**src/rtl/controle_multiciclo.sv**
```systemverilog
// Multicycle control unit for the ProcessadorFinal datapath.
// Accepts one instruction per FETCH through a valid/ready handshake, then
// steps DECODE -> EXEC -> WB, driving register addresses, ALU controls and
// PC-update pulses. Outputs depend only on the state and the latched IR;
// the exception is Zero, which steers branch_taken/pc_inc in EXEC of BEQ.
// While reset_n is low every output is forced to 0.
module controle_multiciclo #(
    parameter int REGW  = 6,
    parameter int DATAW = 32
) (
    input  logic             clock,
    input  logic             reset_n,
    input  logic [DATAW-1:0] instr,
    input  logic             instr_valid,
    output logic             instr_ready,
    input  logic             Zero,
    output logic [REGW-1:0]  RS,
    output logic [REGW-1:0]  RT,
    output logic [REGW-1:0]  RD,
    output logic [DATAW-1:0] imediato,
    output logic [3:0]       ALUOp,
    output logic             SumZero,
    output logic             ULAData,
    output logic             ALUSrc,
    output logic             RegWrite,
    output logic             NOP,
    output logic             StackOP,
    output logic             JAL,
    output logic             pc_inc,
    output logic             branch_taken,
    output logic             illegal
);

    typedef enum logic [1:0] {S_FETCH, S_DECODE, S_EXEC, S_WB} state_t;

    localparam logic [5:0] OP_NOP  = 6'h00;
    localparam logic [5:0] OP_ADD  = 6'h01;
    localparam logic [5:0] OP_SUB  = 6'h02;
    localparam logic [5:0] OP_AND  = 6'h03;
    localparam logic [5:0] OP_OR   = 6'h04;
    localparam logic [5:0] OP_ADDI = 6'h05;
    localparam logic [5:0] OP_BEQ  = 6'h06;
    localparam logic [5:0] OP_MOV  = 6'h07;
    localparam logic [5:0] OP_PUSH = 6'h08;
    localparam logic [5:0] OP_JAL  = 6'h09;

    localparam logic [3:0] ALU_AND = 4'b0000;
    localparam logic [3:0] ALU_OR  = 4'b0001;
    localparam logic [3:0] ALU_ADD = 4'b0010;
    localparam logic [3:0] ALU_SUB = 4'b0110;

    state_t           state_q, state_d;
    logic [DATAW-1:0] ir_q, ir_d;
    logic             illegal_q, illegal_d;

    logic [5:0]       op;
    logic             op_legal;
    logic             is_nop_like;
    logic             writes_reg;
    logic [3:0]       alu_op_dec;
    logic [DATAW-1:0] imm_dec;

    // Instruction decode from the latched IR only
    always_comb begin
        op          = ir_q[31:26];
        op_legal    = (op <= OP_JAL);
        is_nop_like = (op == OP_NOP) || !op_legal;
        writes_reg  = (op == OP_ADD) || (op == OP_SUB) || (op == OP_AND) ||
                      (op == OP_OR)  || (op == OP_ADDI) || (op == OP_MOV);
        case (op)
            OP_ADD, OP_ADDI, OP_MOV, OP_PUSH, OP_JAL: alu_op_dec = ALU_ADD;
            OP_SUB, OP_BEQ:                           alu_op_dec = ALU_SUB;
            OP_AND:                                   alu_op_dec = ALU_AND;
            OP_OR:                                    alu_op_dec = ALU_OR;
            default:                                  alu_op_dec = 4'b0000;
        endcase
        // PUSH pre-decrements the stack pointer by one word
        if (op == OP_PUSH)
            imm_dec = {{(DATAW-2){1'b1}}, 2'b00};
        else if (op == OP_JAL)
            imm_dec = {{(DATAW-26){ir_q[25]}}, ir_q[25:0]};
        else
            imm_dec = {{(DATAW-14){ir_q[13]}}, ir_q[13:0]};
    end

    // Next state, IR load, sticky illegal flag and all outputs
    always_comb begin
        state_d      = state_q;
        ir_d         = ir_q;
        illegal_d    = illegal_q;
        instr_ready  = 1'b0;
        RS           = '0;
        RT           = '0;
        RD           = '0;
        imediato     = '0;
        ALUOp        = 4'b0000;
        SumZero      = 1'b0;
        ULAData      = 1'b0;
        ALUSrc       = 1'b0;
        RegWrite     = 1'b0;
        NOP          = 1'b0;
        StackOP      = 1'b0;
        JAL          = 1'b0;
        pc_inc       = 1'b0;
        branch_taken = 1'b0;
        illegal      = 1'b0;

        if (reset_n) begin
            illegal = illegal_q;
            // Datapath fields are held constant from DECODE through WB
            if (state_q != S_FETCH) begin
                RS       = REGW'(ir_q[25:20]);
                RT       = REGW'(ir_q[19:14]);
                RD       = (op == OP_ADDI) ? REGW'(ir_q[19:14]) : REGW'(ir_q[13:8]);
                imediato = imm_dec;
                ALUOp    = alu_op_dec;
                SumZero  = (op == OP_MOV);
                ALUSrc   = (op == OP_ADDI) || (op == OP_PUSH);
            end

            case (state_q)
                S_FETCH: begin
                    instr_ready = 1'b1;
                    if (instr_valid) begin
                        ir_d    = instr;
                        state_d = S_DECODE;
                    end
                end
                S_DECODE: begin
                    if (is_nop_like) begin
                        NOP     = 1'b1;
                        pc_inc  = 1'b1;
                        state_d = S_FETCH;
                        if (!op_legal) begin
                            illegal_d = 1'b1;
                            illegal   = 1'b1;
                        end
                    end else begin
                        state_d = S_EXEC;
                    end
                end
                S_EXEC: begin
                    if (op == OP_BEQ) begin
                        pc_inc       = ~Zero;
                        branch_taken = Zero;
                        state_d      = S_FETCH;
                    end else begin
                        if (op == OP_PUSH) begin
                            ULAData = 1'b1;
                            StackOP = 1'b1;
                        end
                        state_d = S_WB;
                    end
                end
                S_WB: begin
                    state_d = S_FETCH;
                    if (op == OP_JAL) begin
                        JAL          = 1'b1;
                        RegWrite     = 1'b1;
                        RD           = {REGW{1'b1}};
                        branch_taken = 1'b1;
                    end else begin
                        pc_inc   = 1'b1;
                        RegWrite = writes_reg;
                        StackOP  = (op == OP_PUSH);
                    end
                end
                default: state_d = S_FETCH;
            endcase
        end
    end

    // State, IR and sticky flag registers; reset aborts any instruction
    always_ff @(posedge clock or negedge reset_n) begin
        if (!reset_n) begin
            state_q   <= S_FETCH;
            ir_q      <= '0;
            illegal_q <= 1'b0;
        end else begin
            state_q   <= state_d;
            ir_q      <= ir_d;
            illegal_q <= illegal_d;
        end
    end

endmodule

```
**config.mk**
```make
export PLATFORM = sky130hd
export DESIGN_NAME = controle_multiciclo
export DESIGN_NICKNAME = d
export VERILOG_FILES = /design/src/rtl/controle_multiciclo.sv
export SDC_FILE = /design/constraint.sdc
export NUM_CORES = 1
export LEC_CHECK = 0
export CELL_PAD_IN_SITES_DETAIL_PLACEMENT = 0
export CELL_PAD_IN_SITES_GLOBAL_PLACEMENT = 1
export CORE_MARGIN = 2
export CORE_UTILIZATION = 33
export DETAILED_ROUTE_END_ITERATION = 8
export GPL_TIMING_DRIVEN = 0
export MAX_ROUTING_LAYER = met4
export PLACE_DENSITY_LB_ADDON = 0.1
export RECOVER_POWER = 50
export SLEW_MARGIN = 20
export SYNTH_ARGS = -nofsm -noshare
export SYNTH_HDL_FRONTEND = slang
export SYNTH_SLANG_ARGS = --single-unit
```
**constraint.sdc**
```tcl
create_clock -name clock -period 2.6 [get_ports clock]
set_input_delay 0.26 -clock clock [delete_from_list [all_inputs] [get_ports clock]]
set_output_delay 0.26 -clock clock [all_outputs]
set_load 0.05 [all_outputs]
```
==> results of run 1 <==
report_power, final:
group | switching [mW] | internal (mW) | total, mW
logic | 1.44 | 0.731 | 2.17
registers | 0.238 | 0.809 | 1.05
clock network | 0.205 | 0.217 | 0.422
total | 1.89 | 1.76 | 3.64
path summary, 6_finish.rpt:
check	cells past startpoint	from	end	slack (ns)
max in group asynchronous	3	reset_n	ir_q[19]$_DFFE_PN0P_	1.17
hold / removal	2	reset_n	ir_q[29]$_DFFE_PN0P_	0.42
min in group clock	1	illegal_q$_DFFE_PN0P_	illegal_q$_DFFE_PN0P_	0.48
setup reg to reg	6	state_q[1]$_DFFE_PN0P_	ir_q[16]$_DFFE_PN0P_	0.29
setup / recovery	3	ir_q[31]$_DFFE_PN0P_	SumZero	0.13
hold reg to reg	1	illegal_q$_DFFE_PN0P_	illegal_q$_DFFE_PN0P_	0.48
cell usage in the layout, fill, tap and decap left out, types with 2 or more instances in the layout:
master,count
clkbuf_2,20
clkdlybuf4s15_2,2
mux2i_1,6
inv_1,3
buf_4,10
ha_2,2
a21oi_1,9
clkbuf_1,11
nor4_2,2
mux2_2,5
nand2_1,6
mux2_1,26
and2_1,13
dlygate4sd2_1,12
o21ai_0,3
clkbuf_8,6
clkdlybuf4s50_1,40
a211oi_1,2
o21bai_1,3
ha_1,3
and3_1,6
dlymetal6s2s_1,2
nor2_1,30
buf_2,18
clkdlybuf4s15_1,7
dfrtp_1,35
a21o_1,12
nand3b_1,3
nand3_2,2
what timing repair did:
| item | CTS | global route |
|---|---|---|
| hold buffers | 2 | 0 |
| gates resized for setup | 98 | 77 |
| pin swaps | 0 | 1 |
| endpoints found under the hold margin | 21 | 0 |
| setup endpoints to repair | 63 | 44 |
worst reg2reg max path, stage by stage, from the launching register on:
cell	delay, ns
dfrtp_1	0.36
buf_2	0.17
nor3b_1	0.26
and2_0	0.15
clkbuf_1	0.34
clkbuf_1	0.53
mux2_1	0.38
through the flow:
stage	setup slack (ns)	total power [mW]	TNS [ns]	hold WS, ns	cells
floorplan	0.04400	2.684	0	-0.03559	214
CTS	0.008825	3.771	0	0.4383	401
global placement	-1.815	3.403	-133.30	0.4602	390
global route	0.01125	3.895	0	0.4969	401
detailed placement	-0.5398	3.431	-16.19	0.3236	391
finish	0.1326	3.644	0	0.4190	401
cell usage after synthesis (2+ instances only):
library cell,instances
o21ai_0,3
buf_4,9
inv_1,3
a211oi_1,3
a21o_1,13
buf_8,2
mux2_1,26
dfrtp_1,35
nand3_2,2
mux2_2,5
nor4_1,2
and2_1,14
ha_1,5
nand3b_1,3
o21bai_1,3
nand2_1,6
nor2_1,30
clkbuf_1,4
a21oi_1,9
mux2i_1,6
and3_1,6
buf_2,5
per-layer routing:
metal  routed length (um)  share of wire [%]  vias to the layer above
met3                  461                7.5                        6
met1                 2806                 45                      953
met2                 2858                 46                       65
li1                     -                  -                      958
met4                   55               0.89                        0
met5                    0                  0                        -
area by class of cell:
class	count	share of cell area (%)
flip-flops and latches	35	27.32
clock buffers	7	2.693
well taps	77	3.005
clock inverters	1	0.2732
repair buffers	102	25.72
plain buffers	21	3.708
multi-input cells	155	36.92
inverters	3	0.3513
kinds of logic (layout without fill, tap and decap cells):
family	after synthesis	in the layout	share of synthesized area (%)
simple gates	72	72	18.65
compound gates	40	40	12.68
other cells	1	1	0.1704
flops	35	35	39.80
buf+inv	24	134	7.276
mux	37	37	18.59
fa+ha+maj	5	5	2.843
state kept, by name (all words and copies together), names as in the netlist:
signal / cells
state_q: 2
ir_q: 32
illegal_q: 1
==> metrics.md, run 1 <==
| Metric | Value |
|---|---|
| Outcome | `finished clean` |
| Initial core utilization | `34.46%` |
| Peak VDD IR | `0.4990 mV` |
| Placed inst area | `between 0.003 and 0.004 mm^2` |
| Footprint of the multi-input gates | `0.001184 mm^2` |
| CTS root buf | `clkbuf_8` |
| Tmin final | `around 2.5 ns` |
| Starting DRC count in detailed routing | `61` |
| Initial antenna violation count | `0` |
| # rows | `29` |
| CP top delay family | `buffers and inverters` |
| Routed WL | `6.181 mm` |
| Leakage | `about 1.6 nW` |
| Post-DR vias/cell | `between 4 and 5` |
| Post-CTS Setup Inserts | `0` |
| Die area | `0.007338 mm^2` |
| Share of flip-flops with an asynchronous set or reset | `100.0%` |
| DR pass1 iterations | `4` |
| Vias in the first global route | `roughly 2000` |
| Tcrit/Tclk final | `94.90%` |
| Clock sink total | `35` |
| Grt met3 use | `5.294%` |
| Worst-Margin Slew | `roughly 1.2 ns` |
| Slew headroom | `between 10% and 20%` |
| Yosys warns | `0` |
| Clock-pin slew on the worst setup and hold paths | `around 0.08 ns` |
| Port buffer count | `99` |
| Buffers and inverters on the worst path | `1` |
| Cts bufs inserted | `5` |
| Die Wd | `roughly 86 um` |
| First-pass GRT wire length | `9.991 mm` |
| Final net count | `around 360` |
| Critical path's slowest cell | `clkdlybuf4s50_1` |
| Top-area cell type share of the netlist area | `between 30% and 40%` |
| Filler Cell Count | `644` |
| Design Area, Final | `approximately 0.0032 mm^2` |
| Seq/Total Area, Yosys | `roughly two fifths` |
| Worst-Skew Late Latency | `a little under 0.3 ns` |
| Cell variety after synth | `42` |
| Ant. Diodes | `0` |
| Reg area | `875.8 um^2` |
| Busiest layer in global routing | `met2` |
| Yosys top cell by area | `dfrtp_1` |
| Min-delay worst type | `input port to async pin` |
| GR Util met1 | `a little under a quarter` |
| Routed vias | `about 2000` |
| Synth Instances | `about 210` |
| Number of synthesized register bits | `35` |
| Buffer depth of the longest clock path | `2` |
| Finished Core Util | `about half` |
| Max-slew violations | `0` |
| Area of the mapped netlist | `0.002201 mm^2` |
| Unrepaired setup endpoints after global routing | `no` |
| Fin. Hold Viols | `0` |
| Post-DP HPWL | `roughly 4.6 mm` |
| Post-synth EDFFs | `0` |
| Clk_skew | `between 0.005 and 0.006 ns` |
| Grt ovf | `0` |
| TritonCTS clock tree | `yes` |
| Mean post-synth cell area | `a little over 10 um^2` |
| Met2 usage | `between 20% and 30%` |
| Area Growth Syn to Fin | `45.65%` |
| Overall routing resource usage | `17.87%` |
| H-tree depth | `2` |
| Final setup viols | `0` |
| Wire length per cell | `15.41 um` |
| Critical path endpoint category | `output port` |
| CP arrival | `between 2 and 2.5 ns` |
| Synth top area cells | `dfrtp_1 (40%), mux2_1 (13%), nor2_1 (5.1%)` |
| IO Pins | `between 100 and 150` |
| DRC viols | `0` |
| Max-cap viol count | `0` |
| Post-route antenna net violation count | `0` |
| Maximum clock frequency | `405.3 MHz` |
| Syn_nets | `between 200 and 300` |
| GP Congestion | `about 0.76` |
| Die height | `85.67 um` |
| Layout cells sized above 1 | `between 20% and 30%` |
| Worst-path cell chain | `nor4b_4 -> and3_1 -> clkdlybuf4s50_1` |
| PD cells | `about 1100 mW/mm^2` |
| Largest net degree at the start of global routing | `22` |
| Max FO, Critical Path | `7` |
| Ys flop type | `dfrtp_1` |
| Data required, critical path | `roughly 2.3 ns` |
| CP startpoint kind | `flip-flop` |
| CP max stage delay | `about 0.8 ns` |
| Crit path kind | `flip-flop to output port` |
| Core footprint | `~0.0064 mm^2` |
Note: power is estimated with default switching activity, not from simulation.
==> inputs of run 2 (changes only) <==
--- a/config.mk
+++ b/config.mk
@@ -5,6 +5,8 @@
 export SDC_FILE = /design/constraint.sdc
 export NUM_CORES = 1
 export LEC_CHECK = 0
+export ABC_CLOCK_PERIOD_IN_PS = 2600
+export CAP_MARGIN = 0
 export CELL_PAD_IN_SITES_DETAIL_PLACEMENT = 0
 export CELL_PAD_IN_SITES_GLOBAL_PLACEMENT = 1
 export CORE_MARGIN = 2
==> results of run 2 <==
The final DEF is identical to that of run 1; final timing and power are the same.
==> inputs of run 3 (changes only) <==
--- a/config.mk
+++ b/config.mk
@@ -5,17 +5,17 @@
 export SDC_FILE = /design/constraint.sdc
 export NUM_CORES = 1
 export LEC_CHECK = 0
-export ABC_CLOCK_PERIOD_IN_PS = 2600
+export ABC_CLOCK_PERIOD_IN_PS = 2500
 export CAP_MARGIN = 0
 export CELL_PAD_IN_SITES_DETAIL_PLACEMENT = 0
 export CELL_PAD_IN_SITES_GLOBAL_PLACEMENT = 1
 export CORE_MARGIN = 2
-export CORE_UTILIZATION = 33
+export CORE_UTILIZATION = 31
 export DETAILED_ROUTE_END_ITERATION = 8
-export GPL_TIMING_DRIVEN = 0
 export MAX_ROUTING_LAYER = met4
 export PLACE_DENSITY_LB_ADDON = 0.1
 export RECOVER_POWER = 50
+export REMOVE_ABC_BUFFERS = 1
 export SLEW_MARGIN = 20
 export SYNTH_ARGS = -nofsm -noshare
 export SYNTH_HDL_FRONTEND = slang
==> constraint.sdc (replaced) <==
create_clock -name clock -period 2.5 [get_ports clock]
set_input_delay 0.25 -clock clock [delete_from_list [all_inputs] [get_ports clock]]
set_output_delay 0.25 -clock clock [all_outputs]
set_load 0.05 [all_outputs]
==> run 3 against run 2 <==
Core utilization rose by 7.7 points; sequential share of layout area fell by 5.1 points; sequential power rose by 11%; design area rose by 23%; hold slack got worse by 0.088 ns; clock skew fell by 0.0016 ns; critical path type unchanged.
==> metrics.md, run 3 (synthesized netlist as in run 1, its figures left out) <==
| Metric | Value |
|---|---|
| Outcome | `finished clean (unchanged)` |
| CTS root buf | `clkbuf_8 (unchanged)` |
| Layout cells sized above 1 | `30.32% (was 23.77%)` |
| Critical path's slowest cell | `dfrtp_1 (was clkdlybuf4s50_1)` |
| RR Startpoint | `state_q[1]$_DFFE_PN0P_ (unchanged)` |
| # rows | `30 (was 29)` |
| Slew headroom | `27.79% (was 17.02%)` |
| DR pass1 iterations | `4 (unchanged)` |
| Max-cap viol count | `0 (unchanged)` |
| H-tree depth | `2 (unchanged)` |
| Vias in the first global route | `1892 (was 1976)` |
| Post-route antenna net violation count | `0 (unchanged)` |
| CP arrival | `2.08 ns (was 2.21 ns)` |
| Overall routing resource usage | `17.03% (was 17.87%)` |
| Max-slew violations | `0 (unchanged)` |
| Unrepaired setup endpoints after global routing | `no (unchanged)` |
| Cts bufs inserted | `5 (unchanged)` |
| Clock power frac | `9.5% (was 11.6%)` |
| Final hold slack | `0.3313 ns (was 0.4190 ns)` |
| Tmin final | `between 2 and 2.5 ns` |
| Wire length per cell | `15.18 um (was 15.41 um)` |
| Fin. Hold Viols | `0 (unchanged)` |
| Data required, critical path | `2.25 ns (was 2.34 ns)` |
| Critical path endpoint category | `output port (unchanged)` |
| Finished Core Util | `57.86% (was 50.20%)` |
| GP Congestion | `0.8686 (was 0.7571)` |
| Worst-path cell chain | `nor4b_4 -> nand2_2 -> mux2i_1 -> a21oi_1 -> buf_12 (was nor4b_4 -> and3_1 -> clkdlybuf4s50_1)` |
| Final net count | `350 (was 364)` |
| Largest net degree at the start of global routing | `21 (was 22)` |
| Post-DR vias/cell | `4.650 (was 4.943)` |
| Routed WL | `6.162 mm (was 6.181 mm)` |
| Port buffer count | `99 (unchanged)` |
| Sequential share of power | `25.9% (was 28.7%)` |
| Max reg flops | `32 (unchanged)` |
| CP max stage delay | `0.53 ns (was 0.80 ns)` |
| Maximum clock frequency | `~430 MHz` |
| Die area | `0.007790 mm^2 (was 0.007338 mm^2)` |
| Tcrit/Tclk final | `93.20%` |
| Initial core utilization | `32.22% (was 34.46%)` |
| Buffer depth of the longest clock path | `2 (unchanged)` |
| Routed vias | `1888 (was 1982)` |
| TritonCTS clock tree | `yes (unchanged)` |
| Post-DP HPWL | `4.850 mm (was 4.637 mm)` |
| Clk_skew | `0.004210 ns (was 0.005785 ns)` |
| Max FO, Critical Path | `11 (was 7)` |
| Post-placement setup slack | `0.3738 ns (was -0.5398 ns)` |
| Area Growth Syn to Fin | `79.59% (was 45.65%)` |
| Die height | `88.26 um (was 85.67 um)` |
| IO Pins | `101 (unchanged)` |
| PD cells | `1143 mW/mm^2 (was 1137 mW/mm^2)` |
| Min-delay worst type | `input port to async pin (unchanged)` |
| Biggest regs | `ir_q x32, state_q x2, illegal_q x1 (unchanged)` |
| Comb power frac | `64.7% (was 59.7%)` |
| Ant. Diodes | `0 (unchanged)` |
| Largest reg by FF count | `ir_q (unchanged)` |
| Crit path kind | `flip-flop to output port (unchanged)` |
| Grt ovf | `0 (unchanged)` |
| Pint | `2.422 mW (was 1.757 mW)` |
| Commonest non-fill, non-tap cell in the layout | `buf_12 (was clkdlybuf4s50_1)` |
| Sw Ratio | `46.40% (was 51.77%)` |
| Worst-Margin Slew | `1.083 ns (was 1.245 ns)` |
| NetSw | `2.096 mW (was 1.886 mW)` |
| CP startpoint kind | `flip-flop (unchanged)` |
| DRC viols | `0 (unchanged)` |
| Clock-pin slew on the worst setup and hold paths | `0.08 ns (about the same)` |
| Final worst slack | `0.1700 ns (was 0.1326 ns)` |
| Clock sink total | `35 (unchanged)` |
| Starting DRC count in detailed routing | `66 (was 61)` |
| Die Wd | `88.26 um (was 85.67 um)` |
| Peak VDD IR | `0.5559 mV (was 0.4990 mV)` |
| Post-CTS Setup Inserts | `0 (unchanged)` |
| Initial antenna violation count | `0 (unchanged)` |
| Buffers and inverters on the worst path | `1 (unchanged)` |
| Crit path launch | `ir_q[29]$_DFFE_PN0P_ (was ir_q[31]$_DFFE_PN0P_)` |
| Final setup viols | `0 (unchanged)` |
| Worst-Skew Late Latency | `0.29 ns (about the same)` |
| CP top delay family | `simple AND/OR/NAND/NOR gates (was buffers and inverters)` |
| Core footprint | `0.006832 mm^2 (was 0.006386 mm^2)` |
| Most frequent cells in the layout | `buf_12 (63), dfrtp_1 (34), clkdlybuf4s50_1 (34) (was clkdlybuf4s50_1 (40), dfrtp_1 (35), nor2_1 (30))` |
| Leakage | `1.730 nW (was 1.618 nW)` |
| First-pass GRT wire length | `9.832 mm (was 9.991 mm)` |
## run 3: cell type report
| cell class | count | area [um^2] |
|---|---|---|
| multi-input cells | 155 | 1179 |
| inverters | 3 | 11.26 |
| flip-flops and latches | 35 | 877.1 |
| well taps | 96 | 120.1 |
| fillers | 602 | 2879 |
| clock inverters | 3 | 23.77 |
| repair buffers | 109 | 1673 |
| clock buffers | 5 | 68.82 |
## run 3: metal layers
metal | vias to the layer above | track usage [%] | share of wire, %
li1 | 927 | - | -
met1 | 890 | 21.89 | 45
met2 | 65 | 27.61 | 49
met3 | 6 | 3.545 | 5.1
met4 | 0 | 4.132 | 0.97
met5 | - | - | 0
## run 3: through the flow
stage	std cells	instance area (um^2)	power, mW	setup TNS [ns]
after floorplan	193	2052	2.675	-15.86
after global placement	397	3870	4.093	0
after detailed placement	397	3870	4.135	0
after CTS	406	3973	4.584	0
after global routing	406	3953	4.787	0
final	406	3953	4.518	0
## run 3: final timing paths
check / endpoint / slack, ns / depth (start not counted)
worst max-delay path: RD[2] / 0.17 / 5
worst min-delay path: ir_q[14]$_DFFE_PN0P_ / 0.33 / 2
worst max register to register: ir_q[4]$_DFFE_PN0P_ / 0.36 / 4
worst min register to register: illegal_q$_DFFE_PN0P_ / 0.48 / 1
max in group asynchronous: ir_q[7]$_DFFE_PN0P_ / 1.27 / 2
min in group clock: illegal_q$_DFFE_PN0P_ / 0.48 / 1
## run 3: power by group through the flow
stage	combinational, mW	sequential, mW	clock, mW
detailed placement	2.96	1.17	0
finish	2.92	1.17	0.428
CTS	2.97	1.16	0.454
global route	3.09	1.22	0.475
floorplan	1.61	1.07	0
global placement	2.93	1.16	0
## run 3: timing repair
| item | 4_1_cts | 5_1_grt |
|---|---|---|
| hold buffers | 1 | 0 |
| gates resized for setup | 0 | 4 |
| endpoints found under the setup margin | 0 | 8 |
| endpoints found under the hold margin | 8 | 0 |
==> RTL change, RTL diff (flow settings as in run 3) <==
Re-encode `state_t` (4 states) as Gray code, 2 bits wide.
--- a/src/rtl/controle_multiciclo.sv
+++ b/src/rtl/controle_multiciclo.sv
@@ -33,3 +33,3 @@
 
-    typedef enum logic [1:0] {S_FETCH, S_DECODE, S_EXEC, S_WB} state_t;
+    typedef enum logic [1:0] {S_FETCH = 2'b00, S_DECODE = 2'b01, S_EXEC = 2'b11, S_WB = 2'b10} state_t;
 
Formal check against the unedited RTL: same outputs for any inputs over 10 cycles, from zero or initial values and one cycle with reset_n low; not proved beyond that.
==> RTL change against run 3 <==
  * Sequential power shrank 3%
  * Sequential cell count unchanged
  * Global-route usage grew 0.60 points
  * Worst setup slack got worse by 0.031 ns
  * Design area rose by 3.9%
  * Via count rose by 14%
  * Largest power group unchanged
  * Wire length grew 16%
  * Count of clock-buffer cells in the layout rose by 1
  * Hold slack lost 0.12 ns
  * Die area grew 11%
  * Register-to-register slack got worse by 0.04 ns
  * Highest routed layer unchanged
  * Power increased by 9.6%
  * Synthesized area grew 12%
  * First-iteration DRC count grew 85%
==> RTL change: results (changes against run 3) <==
status: "finished, final reports clean"
gp_congestion: 0.815  # -6.1%
synth.distinct_cells: 46  # +9.5%
ys_top_cells_by_area: "dfrtp_1, mux2_4, o21a_1, nand3_1, and2_1"
crit_arrival_ns: 2.11  # +0.03 ns
regToRegEndpoint: "ir_q[1]"
vdd_ir_drop_max_mv: 0.514  # -7.6%
fin_cells: 429  # +5.7%
grt_util_met1: 0.228  # +0.00940
cp_slowest_stage_delay_ns: 0.47  # -0.06 ns
wl_met3_um: 387  # +24%
grt.total_usage: 0.176  # +0.00600
hold_ws_ns: 0.212  # -0.120 ns
grt_use_met2: 0.281  # +0.00526
vias_per_cell: 5.01  # +7.8%
path_max_fanout: 18  # +7
clock_skew_ns: 0.00785  # +0.00364 ns
drtIter0Drc: 122  # +85%
drive_gt1_frac: 0.321  # +0.0179
synth_common_cells: "dfrtp_1, mux2_4, nand3_1"
cts_resized: 2  # +2
fillCellCount: 692  # +15%
route.met2.wl_um: 3520  # +17%
fin_nets: 367  # +4.9%
dp.cells: 421  # +6.0%
wl_met1_um: 3180  # +14%
worst_pin_slew_ns: 0.720  # -0.363 ns
-- RTL change: changes by cell type after synthesis, sizes merged, moves of 12 or more --
cell / change
a21o: -13
nand3: +15
nand4: +13
nor2: -25
o21a: +12
-- RTL change: through the flow --
step / cell area, µm² / power [mW] / worst slack (ns)
after floorplan: 2240 / 3.00 / -1.90
after global placement: 4080 / 4.59 / 0.312
after detailed placement: 4080 / 4.62 / 0.317
after CTS: 4210 / 5.18 / -0.00341
after global routing: 4110 / 5.22 / 0.00895
final: 4110 / 4.95 / 0.139
-- RTL change: worst max-delay path by stage --
| stage | start | end | slack (ns) | cells after the start |
|---|---|---|---|---|
| final | ir_q[31] | imediato[13] | 0.14 | 5 |
| after global routing | ir_q[31] | RD[1] | 0.009 | 5 |
| after CTS | ir_q[29] | RD[1] | -0.003 | 5 |
| after detailed placement | ir_q[29] | imediato[12] | 0.32 | 5 |
| after global placement | ir_q[27] | pc_inc | 0.31 | 6 |
| after floorplan | state_q[0] | imediato[25] | -1.90 | 3 |
-- RTL change: cells by family (layout without fill, tap and decap cells) --
family / after synthesis / count (layout) / synth area share
buffers and inverters: 39 / 131 / 0.103
multiplexers: 29 / 29 / 0.163
AND/OR/NAND/NOR: 79 / 79 / 0.208
AO/OA/AOI/OAI: 47 / 47 / 0.143
other: 1 / 1 / 0.00152
flip-flops: 35 / 35 / 0.356
adder cells (fa/ha/maj): 5 / 5 / 0.0254
-- RTL change: final cells by class --
class	count	area [µm²]	share of cell area
flip-flops and latches	35	877	0.214
clock buffers	6	82.6	0.0201
inverters	9	33.8	0.00823
clock inverters	2	35.0	0.00853
well taps	102	128	0.0311
repair buffers	114	1690	0.412
multi-input cells	161	1260	0.306
-- RTL change: report_power, final --
group | internal (mW) | switching [mW]
clock network | 0.323 | 0.208
registers | 0.846 | 0.287
logic | 1.48 | 1.81
